File: src/rtl/pc_stack.sv
// Program counter with stall, absolute/PC-relative branch and a hardware
// return-address stack; addr_out is the registered instruction-fetch address.
module pc_stack #(
    parameter int            AW         = 8,
    parameter int            DEPTH      = 4,
    parameter logic [AW-1:0] RESET_ADDR = '0
) (
    input  logic                         clk,
    input  logic                         RST,
    input  logic                         EN,
    input  logic                         BRANCH,
    input  logic                         REL,
    input  logic                         CALL,
    input  logic                         RET,
    input  logic [AW-1:0]                addr_in,
    output logic [AW-1:0]                addr_out,
    output logic [$clog2(DEPTH+1)-1:0]   sp,
    output logic                         stk_full,
    output logic                         stk_empty,
    output logic                         err
);

    localparam int SPW = $clog2(DEPTH+1);

    logic [AW-1:0]  stack [DEPTH];
    logic [AW-1:0]  pc_inc;
    logic [AW-1:0]  pc_nxt;
    logic [AW-1:0]  stk_top;
    logic [SPW-1:0] sp_nxt;
    logic           err_nxt;
    logic           push;

    assign stk_full  = (sp == SPW'(DEPTH));
    assign stk_empty = (sp == '0);
    assign pc_inc    = addr_out + AW'(1);

    // Mux-based read of the top entry keeps indexing free of width games
    // when DEPTH is not a power of two.
    always_comb begin
        stk_top = '0;
        for (int i = 0; i < DEPTH; i++) begin
            if (sp == SPW'(i + 1)) stk_top = stack[i];
        end
    end

    always_comb begin
        pc_nxt  = pc_inc;
        sp_nxt  = sp;
        err_nxt = err;
        push    = 1'b0;
        if (!EN) begin
            pc_nxt = addr_out;
        end else if (RET) begin
            if (stk_empty) begin
                err_nxt = 1'b1;
            end else begin
                pc_nxt = stk_top;
                sp_nxt = sp - SPW'(1);
            end
        end else if (CALL) begin
            if (stk_full) begin
                err_nxt = 1'b1;
            end else begin
                push   = 1'b1;
                pc_nxt = addr_in;
                sp_nxt = sp + SPW'(1);
            end
        end else if (BRANCH) begin
            pc_nxt = REL ? (addr_out + addr_in) : addr_in;
        end
    end

    always_ff @(posedge clk) begin
        if (RST) begin
            addr_out <= RESET_ADDR;
            sp       <= '0;
            err      <= 1'b0;
        end else begin
            addr_out <= pc_nxt;
            sp       <= sp_nxt;
            err      <= err_nxt;
        end
    end

    // Stack contents carry no reset; sp alone defines which entries are valid.
    always_ff @(posedge clk) begin
        for (int i = 0; i < DEPTH; i++) begin
            if (!RST && push && (sp == SPW'(i))) stack[i] <= pc_inc;
        end
    end

endmodule

File: config.mk
export PLATFORM = sky130hd
export DESIGN_NAME = pc_stack
export DESIGN_NICKNAME = d
export VERILOG_FILES = /design/src/rtl/pc_stack.sv
export SDC_FILE = /design/constraint.sdc
export NUM_CORES = 1
export LEC_CHECK = 0
export CORE_UTILIZATION = 40
export CTS_BUF_LIST = sky130_fd_sc_hd__clkbuf_16
export CTS_CLUSTER_DIAMETER = 30
export DETAILED_ROUTE_END_ITERATION = 8
export GPL_ROUTABILITY_DRIVEN = 1
export SLEW_MARGIN = 5
export SYNTH_ARGS = -nofsm -noshare
export SYNTH_HDL_FRONTEND = slang
export SYNTH_SLANG_ARGS = --single-unit
File: constraint.sdc
create_clock -name clk -period 4.1 [get_ports clk]
set_input_delay 0.82 -clock clk [delete_from_list [all_inputs] [get_ports clk]]
set_output_delay 0.82 -clock clk [all_outputs]
set_load 0.05 [all_outputs]
==> results of run 1 <==
layer usage:
| metal | global-route usage | share of wire | up-vias |
|---|---|---|---|
| li1 | - | - | 1089 |
| met1 | 0.288 | 0.50 | 1050 |
| met2 | 0.325 | 0.46 | 36 |
| met3 | 0.0413 | 0.033 | 5 |
| met4 | 0.0376 | 0.0064 | 0 |
| met5 | 0 | 0 | - |
logic make-up after synthesis:
group                    count (synthesis)
multiplexers                             8
flip-flops                              44
XOR/XNOR                                11
AND/OR/NAND/NOR                         82
buffers and inverters                   29
adder cells (fa/ha/maj)                 15
AO/OA/AOI/OAI                           85
state kept, by name, summed over array words and instances, names as in the netlist:
signal and flops:
stack 32, sp 3, addr_out 8, err 1
cell usage after synthesis, types with 3 or more instances:
master	count
o21ai_0	15
mux2i_1	6
buf_2	4
xor2_1	4
dfxtp_1	12
a221oi_1	6
nand2_1	26
inv_1	12
o21bai_1	3
o32ai_1	4
clkbuf_1	10
nor2b_1	6
a211oi_1	6
nand3_1	3
ha_1	14
a22o_1	8
xnor2_1	7
nor3_1	6
edfxtp_1	32
a311oi_1	3
nor2_1	23
a21oi_1	16
how the worst max path moves through the flow:
stage	slack [ps]	cells past startpoint	end
after floorplan	1120	6	stack[3][0]
after global placement	1030	10	addr_out[4]
after detailed placement	960	10	addr_out[4]
after CTS	1020	6	stk_empty
after global routing	930	6	stk_empty
final	1030	6	stk_empty
power by group:
group          internal [µW]  total [µW]  leakage [µW]  switching, µW
sequential               500         523      0.000393           23.4
clock                    289         463     0.0000804            174
combinational            147         378      0.000694            231
total                    937        1360       0.00117            428
metrics by stage:
| stage | power, µW | setup WS, ps | instance area, µm² | cells | hold slack, ps |
|---|---|---|---|---|---|
| floorplan | 794 | 1120 | 2710 | 274 | 714 |
| global placement | 909 | 1030 | 3080 | 371 | 452 |
| detailed placement | 911 | 956 | 3080 | 371 | 460 |
| CTS | 1370 | 1020 | 3250 | 379 | 476 |
| global route | 1420 | 928 | 3250 | 379 | 481 |
| finish | 1360 | 1030 | 3250 | 379 | 478 |
critical path: stages (launching register included):
cell	delay, ps
dfxtp_1	360
inv_1	130
ha_1	180
buf_4	240
nand2_1	140
inv_1	100
clkdlybuf4s50_1	800
layout make-up:
class | count | area (µm²) | share of cell area
clock inverter | 3 | 46.3 | 0.0142
inverter | 14 | 52.6 | 0.0162
clock buffer | 5 | 125 | 0.0385
tap | 77 | 96.3 | 0.0296
multi-input combinational | 201 | 1400 | 0.429
sequential | 44 | 1200 | 0.370
timing repair buffer | 35 | 333 | 0.102
==> impl_metrics.env, run 1 <==
export IMPL_drt_wirelength_per_cell_um=17.8
export IMPL_mostFrequentLayoutCells="edfxtp_1, clkdlybuf4s50_1, nand2_1"
export IMPL_synthAdderAreaFrac=0.0720
export IMPL_diodes=0
export IMPL_routed_via_density=5.75
export IMPL_slew_viol_final=0
export IMPL_min_period_ps=3070
export IMPL_wirelength_um=6750
export IMPL_cp_required_ps=3280
export IMPL_clk_latency_ps=290
export IMPL_worstPathMaxFanout=19
export IMPL_tightest_slew_ps=719
export IMPL_clockBufferDepth=2
export IMPL_whs_endpoint="err"
export IMPL_reg2reg_from="sp[0]"
export IMPL_cts_repair_resized=0
export IMPL_synth_xor_area_frac=0.0355
export IMPL_status="finished with violations"
export IMPL_ff2ff_path_depth=8
export IMPL_drt_pre_antenna_iters=8
export IMPL_cts_max_level=2
export IMPL_drv_cap=0
export IMPL_start_util=0.420
export IMPL_synth_fp_nets=304
export IMPL_gp_congestion=0.778
export IMPL_rsz0062_at_grt="no"
export IMPL_final_nets=331
export IMPL_drive_gt1_frac=0.0828
export IMPL_avgSynthCellArea_um2=9.89
export IMPL_netlist_area_mm2=0.00271
export IMPL_violations="DRC"
export IMPL_synth_cells=274
export IMPL_cts_buffers=5
export IMPL_clkTransAtPathRegs_ps=70
export IMPL_power_density_mw_per_mm2=420
export IMPL_critPathLaunchType="flop"
export IMPL_synth_warnings=0
export IMPL_synth_simple_area_share=0.151
export IMPL_fin_crit_sh=0.749
export IMPL_fmax_mhz=325
export IMPL_synth_seq_area_share=0.443
export IMPL_io_buffers=28
export IMPL_yosysTopAreaCell="edfxtp_1"
export IMPL_crit_path_start="sp[0]"
export IMPL_drcViolationCount=1
export IMPL_final_common_cell="edfxtp_1"
export IMPL_synth_compound_area_share=0.226
export IMPL_cts_hold_buf=0
export IMPL_io_pins=29
export IMPL_core_area_mm2=0.00646
export IMPL_hold_viol=0
export IMPL_synth_ff_type="edfxtp_1"
export IMPL_grt_max_degree=20
export IMPL_nFillCells=618
export IMPL_antenna_found_initial=0
export IMPL_grt_pass1_vias=2167
export IMPL_synth_distinct_cells=55
export IMPL_reg2reg_setup_slack_ps=1590
export IMPL_end_kind="primary output"
export IMPL_whs_path_depth=2
export IMPL_clock_skew_ps=11.4
export IMPL_syn_to_final_growth_pct=19.9
export IMPL_synth_top_family_by_area="compound AO/OA/AOI/OAI gates"
export IMPL_yosys_top_cells_area="edfxtp_1, dfxtp_1, ha_1"
export IMPL_antenna_left=0
export IMPL_fp_dieW_um=84.3
export IMPL_synth_top_area_share=0.355
export IMPL_finalSetupTns_ps=0
export IMPL_cts_tree="done"
export IMPL_cts_setup_buffers=0
export IMPL_synth_mux_area_frac=0.0305
export IMPL_path_class="flop to primary output"
export IMPL_cts_root_buf="clkbuf_16"
export IMPL_slew_headroom=0.519
export IMPL_synth_edf_count=32
export IMPL_grt_use_total=0.203
export IMPL_r2r_end="addr_out[7]"
export IMPL_grt_overflow_total=0
export IMPL_hpwl_um=4890
export IMPL_leakagePower_uw=0.00117
export IMPL_clock_sinks=44
export IMPL_die_h_um=84.3
export IMPL_report_final_setup_viol=0
export IMPL_fin_util=0.503
export IMPL_hp_start="err"
export IMPL_max_vdd_ir_drop_v=0.000252
export IMPL_hp_class="flop to flop"
export IMPL_arrival_ps=2250
export IMPL_grt_pass1_wl_um=11100
export IMPL_synth_seq_cells=44
export IMPL_fp_dieArea_mm2=0.00711
export IMPL_via_count=2180
export IMPL_row_count=29
export IMPL_drtIter0Drc=122
export IMPL_async_flop_share=0
Power figures use the tool's default switching activity.
==> run 2: changes to the inputs <==
Clock period 4.1 ns to 3 ns, I/O delays scaled along.
==> run 2 against run 1 <==
The flow still finishes with violations (DRC); clock power grew 36%; die area is the same; via count grew 3.8%; sequential power grew 36%; first-iteration DRC count shrank 16%; register-to-register slack lost 890 ps; combinational power grew 40%; worst hold slack lost 4.4 ps; utilization grew 1.0 points; flip-flop and latch count is the same; setup slack lost 750 ps; total power grew 37%; critical endpoint is now addr_out[4].
==> impl_metrics.env, run 2 (synthesis gave the netlist of run 1 again) <==
export IMPL_status="finished with violations"
export IMPL_violations="DRC"
export IMPL_final_nets=339
export IMPL_clock_sinks=44
export IMPL_drive_gt1_frac=0.113
export IMPL_worstPathMaxFanout=3
export IMPL_drt_pre_antenna_iters=8
export IMPL_drt_wirelength_per_cell_um=17.6
export IMPL_stdcell_count=387
export IMPL_drv_cap=0
export IMPL_hp_start="err"
export IMPL_drtIter0Drc=102
export IMPL_hpwl_um=4990
export IMPL_power_frac_clock=0.336
export IMPL_diodes=0
export IMPL_wirelength_um=6810
export IMPL_drcViolationCount=2
export IMPL_p_total_uw=1870
export IMPL_cts_setup_buffers=0
export IMPL_r2r_end="stack[3][4]"
export IMPL_cts_tree="done"
export IMPL_report_final_setup_viol=0
export IMPL_seqPwrFrac=0.381
export IMPL_crit_path_start="addr_in[0]"
export IMPL_reg2reg_from="sp[0]"
export IMPL_routed_via_density=5.84
export IMPL_whs_endpoint="err"
export IMPL_fp_dieW_um=84.3
export IMPL_slew_viol_final=0
export IMPL_start_util=0.420
export IMPL_swShare=0.312
export IMPL_whs_path_depth=2
export IMPL_power_switching_uw=585
export IMPL_grt_max_degree=20
export IMPL_antenna_left=0
export IMPL_mostFrequentLayoutCells="edfxtp_1, nand2_1, clkdlybuf4s50_1"
export IMPL_whs_ps=474
export IMPL_leakagePower_uw=0.00121
export IMPL_largest_reg_flops=32
export IMPL_grt_overflow_total=0
export IMPL_cts_buffers=5
export IMPL_grt_use_total=0.200
export IMPL_final_common_cell="edfxtp_1"
export IMPL_pwr_share_comb=0.283
export IMPL_grt_pass1_wl_um=11000
export IMPL_reg_largest_list="stack (32), addr_out (8), sp (3)"
export IMPL_arrival_ps=2880
export IMPL_grt_pass1_vias=2156
export IMPL_clock_skew_ps=6.22
export IMPL_tightest_slew_ps=652
export IMPL_critPathLaunchType="primary input"
export IMPL_fmax_mhz=367
export IMPL_rsz0062_at_grt="no"
export IMPL_fin_util=0.514
export IMPL_regMostFlops="stack"
export IMPL_die_h_um=84.3
export IMPL_antenna_found_initial=0
export IMPL_cts_max_level=2
export IMPL_hp_class="flop to flop"
export IMPL_clk_latency_ps=280
export IMPL_syn_to_final_growth_pct=22.4
export IMPL_io_pins=29
export IMPL_hold_viol=0
export IMPL_end_kind="flop"
export IMPL_fp_dieArea_mm2=0.00711
export IMPL_dp_cells=379
export IMPL_fin_crit_sh=0.908
export IMPL_power_internal_uw=1290
export IMPL_reg2reg_setup_slack_ps=700
export IMPL_finalSetupTns_ps=0
export IMPL_max_vdd_ir_drop_v=0.000299
export IMPL_cts_repair_resized=0
export IMPL_gp_congestion=0.784
export IMPL_slew_headroom=0.564
export IMPL_clkTransAtPathRegs_ps=70
export IMPL_ff2ff_path_depth=6
export IMPL_cts_root_buf="clkbuf_16"
export IMPL_min_period_ps=2720
export IMPL_cts_hold_buf=0
export IMPL_io_buffers=28
export IMPL_path_class="primary input to flop"
export IMPL_via_count=2262
export IMPL_core_area_mm2=0.00646
export IMPL_clockBufferDepth=2
export IMPL_power_density_mw_per_mm2=565
export IMPL_row_count=29
export IMPL_cp_required_ps=3160
[run 2: changes by cell type in the layout (fill, tap and decap cells not counted), sizes merged]
| cell | previous run | this run |
|---|---|---|
| buf | 7 | 17 |
| clkdlybuf4s50 | 28 | 26 |
[run 2: critical path, stage by stage]
cell and delay, ps:
clkdlybuf4s50_1 510, ha_1 190, inv_1 60, fa_1 380, nor2b_1 140, o21ai_0 130, nor2b_1 170, xnor2_1 110
a2111oi_0 470, o32ai_1 140
[run 2: worst max path at each step]
stage / to
after global placement: addr_out[4]
after global routing: addr_out[4]
final: addr_out[4]
after detailed placement: addr_out[4]
after floorplan: stack[3][0]
after CTS: addr_out[4]
[run 2: per-stage QoR]
step                      setup WS [ps]  instance area [µm²]
after CTS                           270                 3320
after global placement              155                 3150
after floorplan                    19.6                 2710
after detailed placement          -18.4                 3150
final                               277                 3320
after global routing               98.8                 3320
[run 2: metal layers]
metal  vias to the layer above  track usage  routed length (µm)
li1                       1106            -                   -
met1                      1093        0.287                3360
met2                        57        0.302                3050
met3                         6       0.0383                 334
met4                         0       0.0690                  65
met5                         -            0                   0
[run 2: final cells by class]
type                            instances  area [µm²]
Clock buffer                            5         125
Clock inverter                          3        46.3
Fill cell                             595        3140
Inverter                               14        52.6
Multi-Input combinational cell        201        1400
Sequential cell                        44        1200
Tap cell                               77        96.3
Timing Repair Buffer                   43         400
[run 2: power by group through the flow]
stage	combinational, µW	sequential, µW	clock, µW
CTS	533	713	643
finish	531	713	629
global route	582	716	665
floorplan	304	782	0
global placement	527	725	0
detailed placement	530	726	0
==> run 3: changes to the inputs <==
Settings changed: CORE_UTILIZATION 40 to 45, PLACE_DENSITY from default to 0.66.
==> run 3 against run 2 <==
The run now ends clean; total power is 0.48% lower; utilization grew 7.1 points; via count is 0.35% lower; clock power barely moved; die area is 11% lower; highest routed layer unchanged.
==> impl_metrics.env, run 3 (synthesis gave the netlist of run 1 again) <==
export IMPL_status="completed"
export IMPL_grt_pass1_vias=2145
export IMPL_reg2reg_from="addr_out[0]"
export IMPL_fp_dieArea_mm2=0.00634
export IMPL_io_pins=29
export IMPL_fp_dieW_um=79.6
export IMPL_tightest_slew_ps=590
export IMPL_fmax_mhz=387
export IMPL_dpl_cell_area_mm2=0.00312
export IMPL_critPathLaunchType="primary input"
export IMPL_wirelength_um=6260
export IMPL_worstPathMaxFanout=3
export IMPL_grt_use_total=0.214
export IMPL_reg_largest_list="stack (32), addr_out (8), sp (3)"
export IMPL_cts_repair_resized=0
export IMPL_cts_tree="done"
export IMPL_clockBufferDepth=2
export IMPL_grt_max_degree=20
export IMPL_final_common_cell="edfxtp_1"
export IMPL_cts_hold_buf=0
export IMPL_slew_viol_final=0
export IMPL_arrival_ps=2750
export IMPL_report_final_setup_viol=0
export IMPL_grtUsageMet3=0.0366
export IMPL_ff2ff_path_depth=9
export IMPL_whs_endpoint="err"
export IMPL_hp_start="err"
export IMPL_hp_class="flop to flop"
export IMPL_reg2reg_setup_slack_ps=650
export IMPL_leakagePower_uw=0.00120
export IMPL_clock_sinks=44
export IMPL_grt_busiest_layer="met2"
export IMPL_diodes=0
export IMPL_antenna_left=0
export IMPL_drv_cap=0
export IMPL_max_vdd_ir_drop_v=0.000394
export IMPL_via_count=2254
export IMPL_min_period_ps=2590
export IMPL_gp_congestion=0.828
export IMPL_drt_wirelength_per_cell_um=16.5
export IMPL_slew_headroom=0.605
export IMPL_drcViolationCount=0
export IMPL_hold_viol=0
export IMPL_r2r_end="addr_out[4]"
export IMPL_nFillCells=483
export IMPL_clkTransAtPathRegs_ps=60
export IMPL_syn_to_final_growth_pct=21.6
export IMPL_grt_pass1_wl_um=10300
export IMPL_largest_reg_flops=32
export IMPL_antenna_found_initial=0
export IMPL_cp_required_ps=3160
export IMPL_path_class="primary input to flop"
export IMPL_drt_pre_antenna_iters=4
export IMPL_grtUsageMet2=0.346
export IMPL_clock_skew_ps=3.29
export IMPL_die_h_um=79.6
export IMPL_fin_crit_sh=0.862
export IMPL_final_nets=337
export IMPL_drtIter0Drc=163
export IMPL_cts_max_level=2
export IMPL_row_count=27
export IMPL_start_util=0.480
export IMPL_clk_latency_ps=280
export IMPL_grt_overflow_total=0
export IMPL_io_buffers=28
export IMPL_end_kind="flop"
export IMPL_regMostFlops="stack"
export IMPL_drive_gt1_frac=0.107
export IMPL_finalSetupTns_ps=0
export IMPL_cts_setup_buffers=0
export IMPL_cts_root_buf="clkbuf_16"
export IMPL_rsz0062_at_grt="no"
export IMPL_grt_use_met1=0.296
export IMPL_whs_path_depth=2
export IMPL_core_area_mm2=0.00564
export IMPL_power_density_mw_per_mm2=566
export IMPL_cts_buffers=5
export IMPL_hpwl_um=4850
export IMPL_final_cell_area_mm2=0.00330
export IMPL_routed_via_density=5.93
export IMPL_mostFrequentLayoutCells="edfxtp_1, nand2_1, clkdlybuf4s50_1"
-- run 3: cell count changes in the layout (fill, tap and decap cells not counted) --
cell | previous run | this run
buf_4 | 16 | 14
-- run 3: through the flow --
stage | hold WS, ps | power, µW | std cells | setup slack [ps] | utilization
CTS | 487 | 1870 | 380 | 394 | 0.584
global placement | 450 | 1240 | 372 | 161 | 0.554
global route | 533 | 1950 | 380 | 244 | 0.584
detailed placement | 472 | 1250 | 372 | 113 | 0.554
finish | 481 | 1860 | 380 | 415 | 0.584
floorplan | 678 | 1090 | 274 | 19.6 | -
-- run 3: worst max path at each step --
stage                    start           to  slack [ps]
finish              addr_in[0]  addr_out[4]         410
global route        addr_in[0]  addr_out[4]         240
CTS                 addr_in[0]  addr_out[4]         390
detailed placement  addr_in[0]  addr_out[4]         110
global placement    addr_in[0]  addr_out[4]         160
floorplan                sp[0]  stack[3][0]          20
-- run 3: where the power goes --
| part | internal [µW] | total, µW | switching, µW | leakage [µW] |
|---|---|---|---|---|
| clock network | 396 | 628 | 232 | 0.0000804 |
| registers | 683 | 714 | 31.3 | 0.000393 |
| logic | 210 | 522 | 312 | 0.000727 |
-- run 3: metal layers --
layer,part of all wire,vias up
met3,0.060,6
met5,0,-
li1,-,1096
met4,0.0089,0
met1,0.46,1084
met2,0.47,68
-- run 3: cell type report --
cell class	instances	area (µm²)	area share
Clock inverter	3	46.3	0.0140
Multi-Input combinational cell	201	1400	0.423
Inverter	14	52.6	0.0159
Tap cell	72	90.1	0.0273
Sequential cell	44	1200	0.364
Timing Repair Buffer	41	385	0.117
Clock buffer	5	125	0.0380
-- run 3: critical path, stage by stage --
cell and delay, ps:
clkdlybuf4s50_1 500, ha_1 170, inv_1 50, fa_1 380, nor2b_1 150, o21ai_0 110
nor2b_1 160, xnor2_1 110, a2111oi_0 390, o32ai_1 120
==> patch 1, RTL diff (flow settings as in run 3) <==
Reset style: asynchronous (`RST`), changed in one clocked block.
--- a/src/rtl/pc_stack.sv
+++ b/src/rtl/pc_stack.sv
@@ -70,7 +70,7 @@
         end
     end
 
-    always_ff @(posedge clk) begin
+    always_ff @(posedge clk or posedge RST) begin
         if (RST) begin
             addr_out <= RESET_ADDR;
             sp       <= '0;
Check against the original RTL: differs if RST is asserted again (counterexample within 4 cycles, from zero or initial values and one cycle with RST high); with RST held inactive, the same outputs for 10 cycles.
==> patch 1 against run 3 <==
  * Setup slack improved by 130 ps
  * Highest routed layer unchanged
  * Register-to-register slack improved by 20 ps
  * Sequential cell count unchanged
  * Via count increased by 3.3%
  * Die area increased by 3.0%
  * Final area increased by 1.4%
  * Routed wire length increased by 8.3%
  * Clock skew about the same
  * First-iteration DRC count increased by 39%
  * Synthesized area increased by 3.0%
  * Cell count unchanged
  * Critical endpoint is now addr_out[4]
  * Fmax increased by 5.5%
Power is not compared: it rests on default switching activity, and its combinational part moved more than twofold at a synthesized area within 25%.
==> patch 1: results <==
set metrics [dict create \
    async_flop_share_pct 27.27 \
    worstPathArrival_ps 2630 \
    grt_pass1_wl_um 10760 \
    avgRoutedWirePerCell_um 17.84 \
    slew_headroom_pct 57.84 \
    hold_depth 1 \
    largestRegisters "stack (32), addr_out (8), sp (3)" \
    synth_edf_count 32 \
    grtUsageTotal_pct 22.50 \
    ys_top_cells_by_count "edfxtp_1 (32), nor2_1 (20), nand2_1 (19), o21ai_0 (18), ha_1 (14)" \
    status "finished clean" \
    reg2regPathDepth 7 \
    cts_made_buffers 5 \
    cts_root_buffer "clkbuf_16" \
    postCtsSetupBuffers 0 \
    grt_max_degree 19 \
    place.gp.congestion 0.8041 \
    synth.area.top_cells "edfxtp_1 (34%), dfrtp_1 (11%), ha_1 (6.3%)" \
    clk_pin_slew_ps 60 \
    dpl.hpwl_um 5064 \
    peakVddDrop_v 0.0007149 \
    yosysSeqAreaShare_pct 45.16 \
    drive_gt1_share_pct 10.16 \
    antenna_found_initial 0 \
    p_leak_nw 1.259 \
    syn-num-nets 304 \
    synth.distinct_cells 58 \
    hold_path.class "flip-flop to flip-flop" \
    skew_ps 3.756 \
    clock_path_buffers 2 \
    vias 2329 \
    pre_cts_ws_ps 262.9 \
    grt_pass1_vias 2139 \
    nets 334 \
    fill_cells 546 \
    drt_iter0_markers 226 \
]
[patch 1: cells by family (layout without fill, tap and decap cells)]
group                      Yosys count  in the layout  share of synthesized area (%)
xor gates and xnor gates             7              7                          2.195
and+or+nand+nor                     77             77                          14.25
adders and majority gates           15             15                          6.989
DFF                                 44             44                          45.16
muxes                                7              7                          2.554
AOI/OAI and AO/OA                   92             92                          23.48
buffers and inverters               32             63                          5.376
[patch 1: metrics by stage]
stage	hold WS, ps	cell area, sq um	total power, mW	std cells
after global placement	461.1	3171	2.488	372
after detailed placement	470.4	3171	2.507	372
after global routing	508.4	3343	3.326	380
after floorplan	470.0	2793	2.057	274
after CTS	488.3	3343	3.148	380
final	476.4	3343	3.134	380
[patch 1: report_power, final]
group | internal, mW | leakage, nW | switching, mW
logic | 0.589 | 0.748 | 1.00
registers | 0.798 | 0.427 | 0.110
clock network | 0.396 | 0.0840 | 0.239
total | 1.78 | 1.26 | 1.35
[patch 1: path summary, 6_finish.rpt]
kind                             from          end  slack, ps
min in group asynchronous         RST        sp[2]        730
min reg2reg                       err          err        480
max                        addr_in[0]  addr_out[4]        550
min                               err          err        480
max reg2reg                     sp[0]  addr_out[1]        670
max in group asynchronous         RST        sp[1]       2100
[patch 1: area by class of cell]
| type | instances | area [sq um] | area share [%] |
|---|---|---|---|
| tap | 75 | 93.84 | 2.807 |
| sequential | 44 | 1261 | 37.72 |
| clock inverter | 3 | 47.55 | 1.422 |
| inverter | 15 | 56.30 | 1.684 |
| timing repair buffer | 40 | 377.9 | 11.30 |
| multi-input combinational | 198 | 1381 | 41.32 |
| clock buffer | 5 | 125.1 | 3.743 |
[patch 1: critical path, cell delays in order]
cell             delay [ps]
clkdlybuf4s50_1         510
ha_1                    210
inv_1                    70
fa_1                    400
nor2b_1                 170
o31ai_1                 120
o211ai_1                110
a31oi_1                 100
o32a_1                  340
[patch 1: layer usage]
metal | routed length, um | global-route usage [%] | up-vias
met2 | 3143 | 35.34 | 55
met3 | 298 | 3.371 | 7
li1 | - | - | 1112
met5 | 0 | 0 | -
met1 | 3266 | 32.23 | 1155
met4 | 72 | 6.429 | 0
==> patch 2, RTL diff (flow settings as in run 3) <==
Without the edit above. `DEPTH`: 4 -> 2.
--- a/src/rtl/pc_stack.sv
+++ b/src/rtl/pc_stack.sv
@@ -2,7 +2,7 @@
 // return-address stack; addr_out is the registered instruction-fetch address.
 module pc_stack #(
     parameter int            AW         = 8,
-    parameter int            DEPTH      = 4,
+    parameter int            DEPTH      = 2,
     parameter logic [AW-1:0] RESET_ADDR = '0
 ) (
     input  logic                         clk,
Ports: changed (resized sp); port bits go from 29 to 28. The function was not compared with the original's and may differ.
==> patch 2 against run 3 <==
  * Total power decreased by 39%
  * Largest power group unchanged
  * Clock power shrank 50%
  * Routed wire length is 18% lower
  * Synthesized area down 28%
  * Worst hold slack barely moved
  * Critical path depth is 7 lower
  * Sequential cell count down 17
  * Fmax is 5.5% lower
  * Critical endpoint is now stk_full
  * Final area shrank 28%
  * Setup slack lost 150 ps
  * Critical path type is now flip-flop to output pin
  * Global-route usage rose by 2.8 points
==> patch 2: results <==
set metrics [dict create \
    status "finished clean" \
    cp_slowest_stage_delay_ps 910 \
    clk_pin_slew_ps 70 \
    drt_iter0_markers 121 \
    avgRoutedWirePerCell_um 17.29 \
    post_cts_resized 0 \
    ys_top_cells_by_count "edfxtp_1 (16), inv_1 (16), nor2_1 (16), o21ai_0 (16), nand2_1 (14)" \
    nets 275 \
    yosysWarnings 0 \
    largestRegisters "stack (16), addr_out (8), sp (2)" \
    port_buffers 27 \
    cts_made_buffers 3 \
    hold_path.class "flip-flop to flip-flop" \
    cpMaxStageDelayCell "clkdlybuf4s50_1" \
    grt_max_degree 17 \
    synth-main-ff-cell "edfxtp_1" \
    path_max_fanout 14 \
    viasPerCell 5.899 \
    postPlaceCellArea_sq_mm 0.002281 \
    dpl.hpwl_um 3868 \
    yosysSeqAreaShare_pct 35.74 \
    async_flop_share_pct 0 \
    drive_gt1_share_pct 5.668 \
    antenna_found_initial 0 \
    synth.distinct_cells 55 \
    grt_pass1_vias 1609 \
    grt_pass1_wl_um 8224 \
    htree_levels 1 \
    worstPathArrival_ps 2140 \
    slew_headroom_pct 60.94 \
    avgSynthCellArea_sq_um 8.872 \
    synth.area.top_cells "edfxtp_1 (25%), dfxtp_1 (11%), ha_1 (7.0%)" \
    synth_edf_count 16 \
    pre_cts_ws_ps 282.3 \
    firstDrtPassIters 4 \
    cts_root_buffer "clkbuf_16" \
    skew_ps 6.538 \
    n_antenna_cell 0 \
    clock_latency_ps 270 \
    final-instance-count-excl-fill 297 \
    p_leak_nw 0.8622 \
    grtUsageTotal_pct 24.20 \
    place.gp.congestion 0.8609 \
    placed_cells 293 \
    peakVddDrop_v 0.0002454 \
    syn-num-nets 248 \
]
==> patch 2: cell count changes after synthesis, sizes merged, moves of 4 or more <==
cell and delta:
o211ai +4, a22o -7, a21oi -4, edfxtp -16
mux2i -4, nor2 -8, nand2b +6, and4 +4
nand2 -13
==> patch 2: worst max-delay path, delay by kind of cell, from the launching register on <==
kind,cells,cell delay (ps)
flops,1,320
fa+ha+maj,1,520
buf+inv,2,1030
==> patch 2: final cells by class <==
type                    instances  area [sq um]
clock buffers                   3         75.07
clock inverters                 1         7.507
fillers                       376          1723
inverters                      16         60.06
multi-input cells             166          1135
flip-flops and latches         27         700.7
well taps                      50         62.56
repair buffers                 34         322.8
==> patch 2: power by group <==
group | internal [mW] | switching (mW) | total, mW
Clock | 0.182 | 0.134 | 0.315
Combinational | 0.147 | 0.234 | 0.381
Sequential | 0.415 | 0.0262 | 0.441
==> patch 2: worst paths after layout <==
check | from | cells past startpoint | slack [ps] | endpoint
max | sp[0] | 3 | 260 | stk_full
min | err | 2 | 480 | err
min reg2reg | err | 2 | 480 | err
max reg2reg | sp[0] | 4 | 790 | stack[0][14]
==> patch 2: routing by layer <==
layer	global-route usage, %	part of all wire (%)	vias up
met5	0	0	-
met4	4.688	0.88	0
met3	1.500	4.6	5
met2	39.09	45	56
met1	35.34	50	803
li1	-	-	888
==> patch 2: cells by family (layout without fill, tap and decap cells) <==
kind of cell / count (synthesis) / in the layout / synth area share (%)
DFF: 27 / 27 / 35.74
xor gates and xnor gates: 8 / 8 / 3.573
adders and majority gates: 12 / 12 / 8.041
and+or+nand+nor: 67 / 67 / 18.19
AOI/OAI and AO/OA: 77 / 77 / 27.06
muxes: 2 / 2 / 1.021
buffers and inverters: 28 / 54 / 6.382
